==> config.mk <==
export PLATFORM = sky130hd
export DESIGN_NAME = if_fetch_bpred_flat
export DESIGN_NICKNAME = d
export VERILOG_FILES = /design/src/rtl/if_fetch_bpred_if.sv /design/src/rtl/if_fetch_bpred.sv /design/src/flat_wrapper.sv
export SDC_FILE = /design/constraint.sdc
export NUM_CORES = 1
export LEC_CHECK = 0
export CAP_MARGIN = 25
export CORE_MARGIN = 1
export CORE_UTILIZATION = 36
export DETAILED_ROUTE_END_ITERATION = 8
export PLACE_DENSITY = 0.82
export SKIP_LAST_GASP = 1
export SYNTH_ARGS = -nofsm -noshare
export SYNTH_HDL_FRONTEND = slang
export SYNTH_SLANG_ARGS = --single-unit
==> constraint.sdc <==
create_clock -name i_clk -period 2.8 [get_ports i_clk]
set_input_delay 0.7 -clock i_clk [delete_from_list [all_inputs] [get_ports i_clk]]
set_output_delay 0.7 -clock i_clk [all_outputs]
set_load 0.01 [all_outputs]
==> src/rtl/if_fetch_bpred_if.sv <==
// Fetch-stage bus: hazard/EX control and resolved-branch updates in,
// fetch PC and prediction out. Used by if_fetch_bpred through the slave modport.
// Protocol: there is no backpressure. i_EX_update and i_EX_redirect are
// single-cycle valid strobes sampled at the rising clock edge, and their
// payloads are meaningful only while the strobe is high. The o_IF_* signals
// are valid every cycle outside reset.
interface if_fetch_bpred_if;
  logic        i_stall;
  logic        i_EX_redirect;
  logic [31:0] i_EX_redirect_pc;
  logic        i_EX_update;
  logic [31:0] i_EX_pc;
  logic        i_EX_taken;
  logic [31:0] i_EX_target;
  logic [31:0] o_IF_pc;
  logic [31:0] o_IF_pc_four;
  logic        o_IF_pred;

  modport slave (
    input  i_stall, i_EX_redirect, i_EX_redirect_pc,
    input  i_EX_update, i_EX_pc, i_EX_taken, i_EX_target,
    output o_IF_pc, o_IF_pc_four, o_IF_pred
  );

  modport master (
    output i_stall, i_EX_redirect, i_EX_redirect_pc,
    output i_EX_update, i_EX_pc, i_EX_taken, i_EX_target,
    input  o_IF_pc, o_IF_pc_four, o_IF_pred
  );
endinterface

==> src/rtl/if_fetch_bpred.sv <==
// RV32I instruction-fetch stage: PC register, next-PC selection and an
// optional direct-mapped BTB with 2-bit saturating counters.
// Build option: define IF_BTB_PRED_EN to compile in the BTB predictor;
// without it the stage fetches sequentially (redirect / hold / pc+4).
module if_fetch_bpred #(
  parameter logic [31:0] RESET_PC    = 32'h0000_0000,
  parameter int          BTB_ENTRIES = 64
) (
  input  logic               i_clk,
  input  logic               i_rst_n,
  if_fetch_bpred_if.slave    bus
);

  logic [31:0] r_pc;
  logic [31:0] w_pc_four;
  logic [31:0] w_next_pc;
  logic        w_pred;
  logic [31:0] w_pred_target;

  assign w_pc_four        = r_pc + 32'd4;
  assign bus.o_IF_pc      = r_pc;
  assign bus.o_IF_pc_four = w_pc_four;
  assign bus.o_IF_pred    = w_pred;

`ifdef IF_BTB_PRED_EN
  localparam int IDX_W = $clog2(BTB_ENTRIES);
  localparam int TAG_W = 32 - IDX_W - 2;

  logic             r_valid  [BTB_ENTRIES];
  logic [TAG_W-1:0] r_tag    [BTB_ENTRIES];
  logic [31:0]      r_target [BTB_ENTRIES];
  logic [1:0]       r_ctr    [BTB_ENTRIES];

  logic [IDX_W-1:0] w_lk_idx;
  logic [TAG_W-1:0] w_lk_tag;
  logic [IDX_W-1:0] w_up_idx;
  logic [TAG_W-1:0] w_up_tag;
  logic             w_up_hit;
  logic             w_unused_pc_lsb;

  // Fetch lookup uses the pre-update table, so a same-cycle update is not seen.
  assign w_lk_idx      = r_pc[IDX_W+1:2];
  assign w_lk_tag      = r_pc[31:IDX_W+2];
  assign w_pred        = r_valid[w_lk_idx] && (r_tag[w_lk_idx] == w_lk_tag)
                         && r_ctr[w_lk_idx][1];
  assign w_pred_target = r_target[w_lk_idx];

  assign w_up_idx        = bus.i_EX_pc[IDX_W+1:2];
  assign w_up_tag        = bus.i_EX_pc[31:IDX_W+2];
  assign w_up_hit        = r_valid[w_up_idx] && (r_tag[w_up_idx] == w_up_tag);
  assign w_unused_pc_lsb = ^bus.i_EX_pc[1:0];

  // BTB training from EX; independent of stall and redirect.
  always_ff @(posedge i_clk or negedge i_rst_n) begin
    if (!i_rst_n) begin
      for (int i = 0; i < BTB_ENTRIES; i++) begin
        r_valid[i]  <= 1'b0;
        r_tag[i]    <= '0;
        r_target[i] <= '0;
        r_ctr[i]    <= 2'b01;
      end
    end else if (bus.i_EX_update) begin
      if (w_up_hit) begin
        if (bus.i_EX_taken) begin
          r_ctr[w_up_idx]    <= (r_ctr[w_up_idx] == 2'b11) ? 2'b11 : r_ctr[w_up_idx] + 2'd1;
          r_target[w_up_idx] <= bus.i_EX_target;
        end else begin
          r_ctr[w_up_idx]    <= (r_ctr[w_up_idx] == 2'b00) ? 2'b00 : r_ctr[w_up_idx] - 2'd1;
        end
      end else if (bus.i_EX_taken) begin
        // Miss and taken: allocate, replacing whatever aliased entry was there.
        r_valid[w_up_idx]  <= 1'b1;
        r_tag[w_up_idx]    <= w_up_tag;
        r_target[w_up_idx] <= bus.i_EX_target;
        r_ctr[w_up_idx]    <= 2'b10;
      end
    end
  end
`else
  logic w_unused_ex;

  assign w_pred        = 1'b0;
  assign w_pred_target = w_pc_four;
  assign w_unused_ex   = ^{bus.i_EX_update, bus.i_EX_pc, bus.i_EX_taken, bus.i_EX_target};
`endif

  // Next-PC select: redirect beats stall, stall beats prediction.
  always_comb begin
    w_next_pc = w_pc_four;
    if (bus.i_EX_redirect) begin
      w_next_pc = bus.i_EX_redirect_pc;
    end else if (bus.i_stall) begin
      w_next_pc = r_pc;
    end else if (w_pred) begin
      w_next_pc = w_pred_target;
    end
  end

  // PC register; misaligned values are passed through untouched.
  always_ff @(posedge i_clk or negedge i_rst_n) begin
    if (!i_rst_n) begin
      r_pc <= RESET_PC;
    end else begin
      r_pc <= w_next_pc;
    end
  end

endmodule

==> src/flat_wrapper.sv <==
// flat-port wrapper written by rule: the top's interface ports become plain ports
module if_fetch_bpred_flat 
#(
  parameter logic [31:0] RESET_PC    = 32'h0000_0000,
  parameter int          BTB_ENTRIES = 64
)
  (i_clk, i_rst_n, bus_i_stall, bus_i_EX_redirect, bus_i_EX_redirect_pc, bus_i_EX_update, bus_i_EX_pc, bus_i_EX_taken, bus_i_EX_target, bus_o_IF_pc, bus_o_IF_pc_four, bus_o_IF_pred);
  if_fetch_bpred_if bus_i ();
  input  logic i_clk;
  input  logic i_rst_n;
  input wire logic [$bits(bus_i.i_stall)-1:0] bus_i_stall;
  input wire logic [$bits(bus_i.i_EX_redirect)-1:0] bus_i_EX_redirect;
  input wire logic [$bits(bus_i.i_EX_redirect_pc)-1:0] bus_i_EX_redirect_pc;
  input wire logic [$bits(bus_i.i_EX_update)-1:0] bus_i_EX_update;
  input wire logic [$bits(bus_i.i_EX_pc)-1:0] bus_i_EX_pc;
  input wire logic [$bits(bus_i.i_EX_taken)-1:0] bus_i_EX_taken;
  input wire logic [$bits(bus_i.i_EX_target)-1:0] bus_i_EX_target;
  output wire logic [$bits(bus_i.o_IF_pc)-1:0] bus_o_IF_pc;
  output wire logic [$bits(bus_i.o_IF_pc_four)-1:0] bus_o_IF_pc_four;
  output wire logic [$bits(bus_i.o_IF_pred)-1:0] bus_o_IF_pred;
  assign bus_i.i_stall = bus_i_stall;
  assign bus_i.i_EX_redirect = bus_i_EX_redirect;
  assign bus_i.i_EX_redirect_pc = bus_i_EX_redirect_pc;
  assign bus_i.i_EX_update = bus_i_EX_update;
  assign bus_i.i_EX_pc = bus_i_EX_pc;
  assign bus_i.i_EX_taken = bus_i_EX_taken;
  assign bus_i.i_EX_target = bus_i_EX_target;
  assign bus_o_IF_pc = bus_i.o_IF_pc;
  assign bus_o_IF_pc_four = bus_i.o_IF_pc_four;
  assign bus_o_IF_pred = bus_i.o_IF_pred;
  if_fetch_bpred #(.RESET_PC(RESET_PC), .BTB_ENTRIES(BTB_ENTRIES)) u_core (.i_clk(i_clk), .i_rst_n(i_rst_n), .bus(bus_i));
endmodule
==> summary.txt <==
Clocking
  • CTS tree: yes
  • Clk buf depth: 2
  • Clk slew on worst S/H paths: 0.07 ns
  • Cts hold-fix bufs: 0
  • Clk sink count: 32
  • Clk root buf: clkbuf_8
  • Number of H-tree levels: 2
  • CTS buffer count: 5
  • Clock insertion delay at the later pin of the skew report: 0.28 ns

Global route
  • GRT Total Usage: 0.2171
  • GRT Residual Overflow: 0
  • First-pass GRT wire length: 12.35 mm
  • Largest net degree at the start of global routing: 33
  • Initial antenna violation count: 0
  • Vias in the first global route: 2644

Placed design
  • Setup slack at placement: 0.07166 ns
  • Final HPWL DP: 5.460 mm
  • Placed inst area: 3655 um^2
  • GPL Wtd Cong: 0.8571
  • I/O Buffers: 99

Synthesis
  • Syn Area/Cell: 8.435 um^2
  • Distinct cells, synth: 40
  • Mapped Area: 2379 um^2
  • Sequential area share after synthesis: 0.3367
  • Net Count, Synth: 385
  • Post-synth EDFFs: 0
  • Synth Register Bits: 32
  • Main synth FF type: dfrtp_1
  • Asr flop ratio synth: 1.000
  • Cell count after synthesis: 282
  • Warning count from the yosys run: 0

Setup path
  • CP bufs+invs: 2
  • Startpoint types: flop
  • Critical path cell sequence: ha_1 -> buf_4 -> nand3_4 -> nor2_1 -> xor2_1 -> clkdlybuf4s50_1
  • CP peak stage delay: 0.55 ns
  • Delay-heaviest family, CP: buffers and inverters
  • Crit end category: output port
  • Slowest CP cell: clkdlybuf4s50_1
  • Worst EP required: 2.10 ns
  • CP max FO: 6
  • Worst path depth: 6
  • Register-to-Register Path Depth: 6
  • Worst EP arrival: 1.97 ns
  • Crit path kind: flop to output port

Finish
  • Syn-to-layout area delta: 62.13%
  • Design Area, Final: 3856 um^2
  • Antenna diodes: 0
  • Fillers: 539
  • Layout cell share with drive strength beyond 1: 0.1981
  • Fin nets: 517
  • Most frequent cells in the layout: clkdlybuf4s50_1 (80), buf_4 (52), dfrtp_1 (31)
  • Most common cell after layout, fill and taps aside: clkdlybuf4s50_1
  • Max reg flops: 32

STA
  • Min Hold Slack: 0.5416 ns
  • Setup repair after global routing missed its margin: yes
  • Final setup viols: 0
  • Final hold violations: 0
  • Final clock skew: 0.007005 ns
  • Max Clock Freq: 0.3738 GHz
  • Tcrit/Tclk final: 0.9553
  • Setup ws final: 0.1251 ns
  • Fin. max-slew vios: 0
  • Tmin final: 2.675 ns

Power
  • PD cells: 378.7 nW/um^2
  • Power Internal: 989.6 uW
  • Peak supply drop: 0.0002183 V
  • Gate power share: 0.393
  • Psw: 470.9 uW
  • LEAKAGE: 1.557 nW
  • Power share of the clock group: 0.228
  • Sequential share of power: 0.379
  • Sw Share: 0.3224

Run status
  • Status: complete, no violations

Drt
  • Drt total wl: 7.528 mm
  • Wire length on met3: 590 um
  • DRC viols: 0
  • Vias per cell: 5.452
  • Post-route ant nets: 0
  • Iteration-0 DRC Markers: 162
  • Uppermost layer routed: met4
  • Met1 WL: 3.177 mm
  • Router iterations before antenna repair: 4
  • Metal2 WL: 3.633 mm
  • WL/cell: 15.33 um
  • Vias: 2677

Floorplan
  • Die area: 6936 um^2
  • DIE WIDTH: 83.29 um
  • Core Region: 6350 um^2
  • Starting Density: 0.3746
  • I/O pin total: 167
  • Num rows: 29
  • Die Height: 83.29 um

Worst hold path
  • Hold path depth: 1
  • Tightest Hold Check Type: flop to flop

Job
  • Number of max-cap violations: 0
layer usage:
layer	vias to the layer above	global-route usage
met3	13	0.05070
met5	-	0
met4	0	0.06270
met2	120	0.3703
met1	1261	0.2729
li1	1283	-
cell families (layout without fill, tap and decap cells):
kind of cell,count (synthesis),after routing,share of synthesized area
AOI/OAI and AO/OA,48,48,0.1273
xor gates and xnor gates,39,39,0.1436
adders and majority gates,1,1,0.005260
buffers and inverters,28,160,0.07206
DFF,32,32,0.3367
muxes,3,3,0.01368
other,1,1,0.001577
and+or+nand+nor,130,130,0.2998
metrics by stage:
| stage | TNS, ns | instances | util | total power, mW |
|---|---|---|---|---|
| finish | 0 | 491 | 0.6073 | 1.461 |
| global route | -0.009604 | 491 | 0.6073 | 1.537 |
| CTS | -0.1245 | 491 | 0.6020 | 1.463 |
| detailed placement | 0 | 479 | 0.5756 | 1.135 |
| global placement | 0 | 479 | 0.5756 | 1.125 |
| floorplan | 0 | 282 | - | 0.7980 |
area by class of cell:
cell class	count	area, um^2	area share
multi-input combinational	222	1496	0.3881
timing repair buffer	151	1376	0.3569
sequential	32	802.0	0.2080
tap	77	96.34	0.02498
clock buffer	6	72.57	0.01882
inverter	2	7.507	0.001947
clock inverter	1	5.005	0.001298
worst reg2reg max path, stage by stage, from the launching register on:
cell	delay [ns]
dfrtp_1	0.37
ha_1	0.20
nand3_2	0.09
buf_4	0.15
or3_1	0.55
or4_1	0.46
a31oi_1	0.20
worst paths after layout:
path | startpoint | endpoint | slack [ns]
setup / recovery | u_core.bus.o_IF_pc[2]$_DFFE_PN0N_ | bus_o_IF_pc_four[10] | 0.13
hold / removal | u_core.bus.o_IF_pc[0]$_DFFE_PN0P_ | u_core.bus.o_IF_pc[0]$_DFFE_PN0P_ | 0.54
setup reg to reg | u_core.bus.o_IF_pc[2]$_DFFE_PN0N_ | u_core.bus.o_IF_pc[26]$_DFFE_PN0N_ | 0.70
hold reg to reg | u_core.bus.o_IF_pc[0]$_DFFE_PN0P_ | u_core.bus.o_IF_pc[0]$_DFFE_PN0P_ | 0.54
max in group asynchronous | i_rst_n | u_core.bus.o_IF_pc[15]$_DFFE_PN0N_ | 1.63
min in group asynchronous | i_rst_n | u_core.bus.o_IF_pc[12]$_DFFE_PN0N_ | 0.83
repair_timing:
| item | in CTS | in global routing |
|---|---|---|
| buffers inserted | 5 | 0 |
| gates resized for setup | 29 | 9 |
| setup endpoints to repair | 17 | 6 |
| pin swaps | 3 | 1 |
| gates cloned | 0 | 0 |
power by group through the flow:
stage	sequential [mW]	clock, mW	combinational [mW]
6_report	0.554	0.333	0.574
5_1_grt	0.558	0.362	0.617
4_1_cts	0.553	0.339	0.572
3_5_place_dp	0.560	0	0.575
3_3_place_gp	0.558	0	0.567
2_1_floorplan	0.588	0	0.210
cell usage after synthesis (3+ instances only):
master    instances  area, um^2
dfrtp_1          32       800.8
o21ai_0          15       75.07
nand3_1           6       30.03
a31oi_1          16       100.1
xnor2_1          14       122.6
or3_1             4       25.02
and3_1            5       31.28
buf_2             7       35.03
o31ai_1          13       97.59
buf_4            10       75.07
nor3_1           15       75.07
or4_1            13       97.59
xor2_1           25       219.0
clkbuf_1          6       22.52
nand2_1          24       90.09
nor2_1           30       112.6
nor4_1            4       25.02
nand4_1          13       81.33
and4_1            3       26.28
Power figures use the tool's default switching activity.
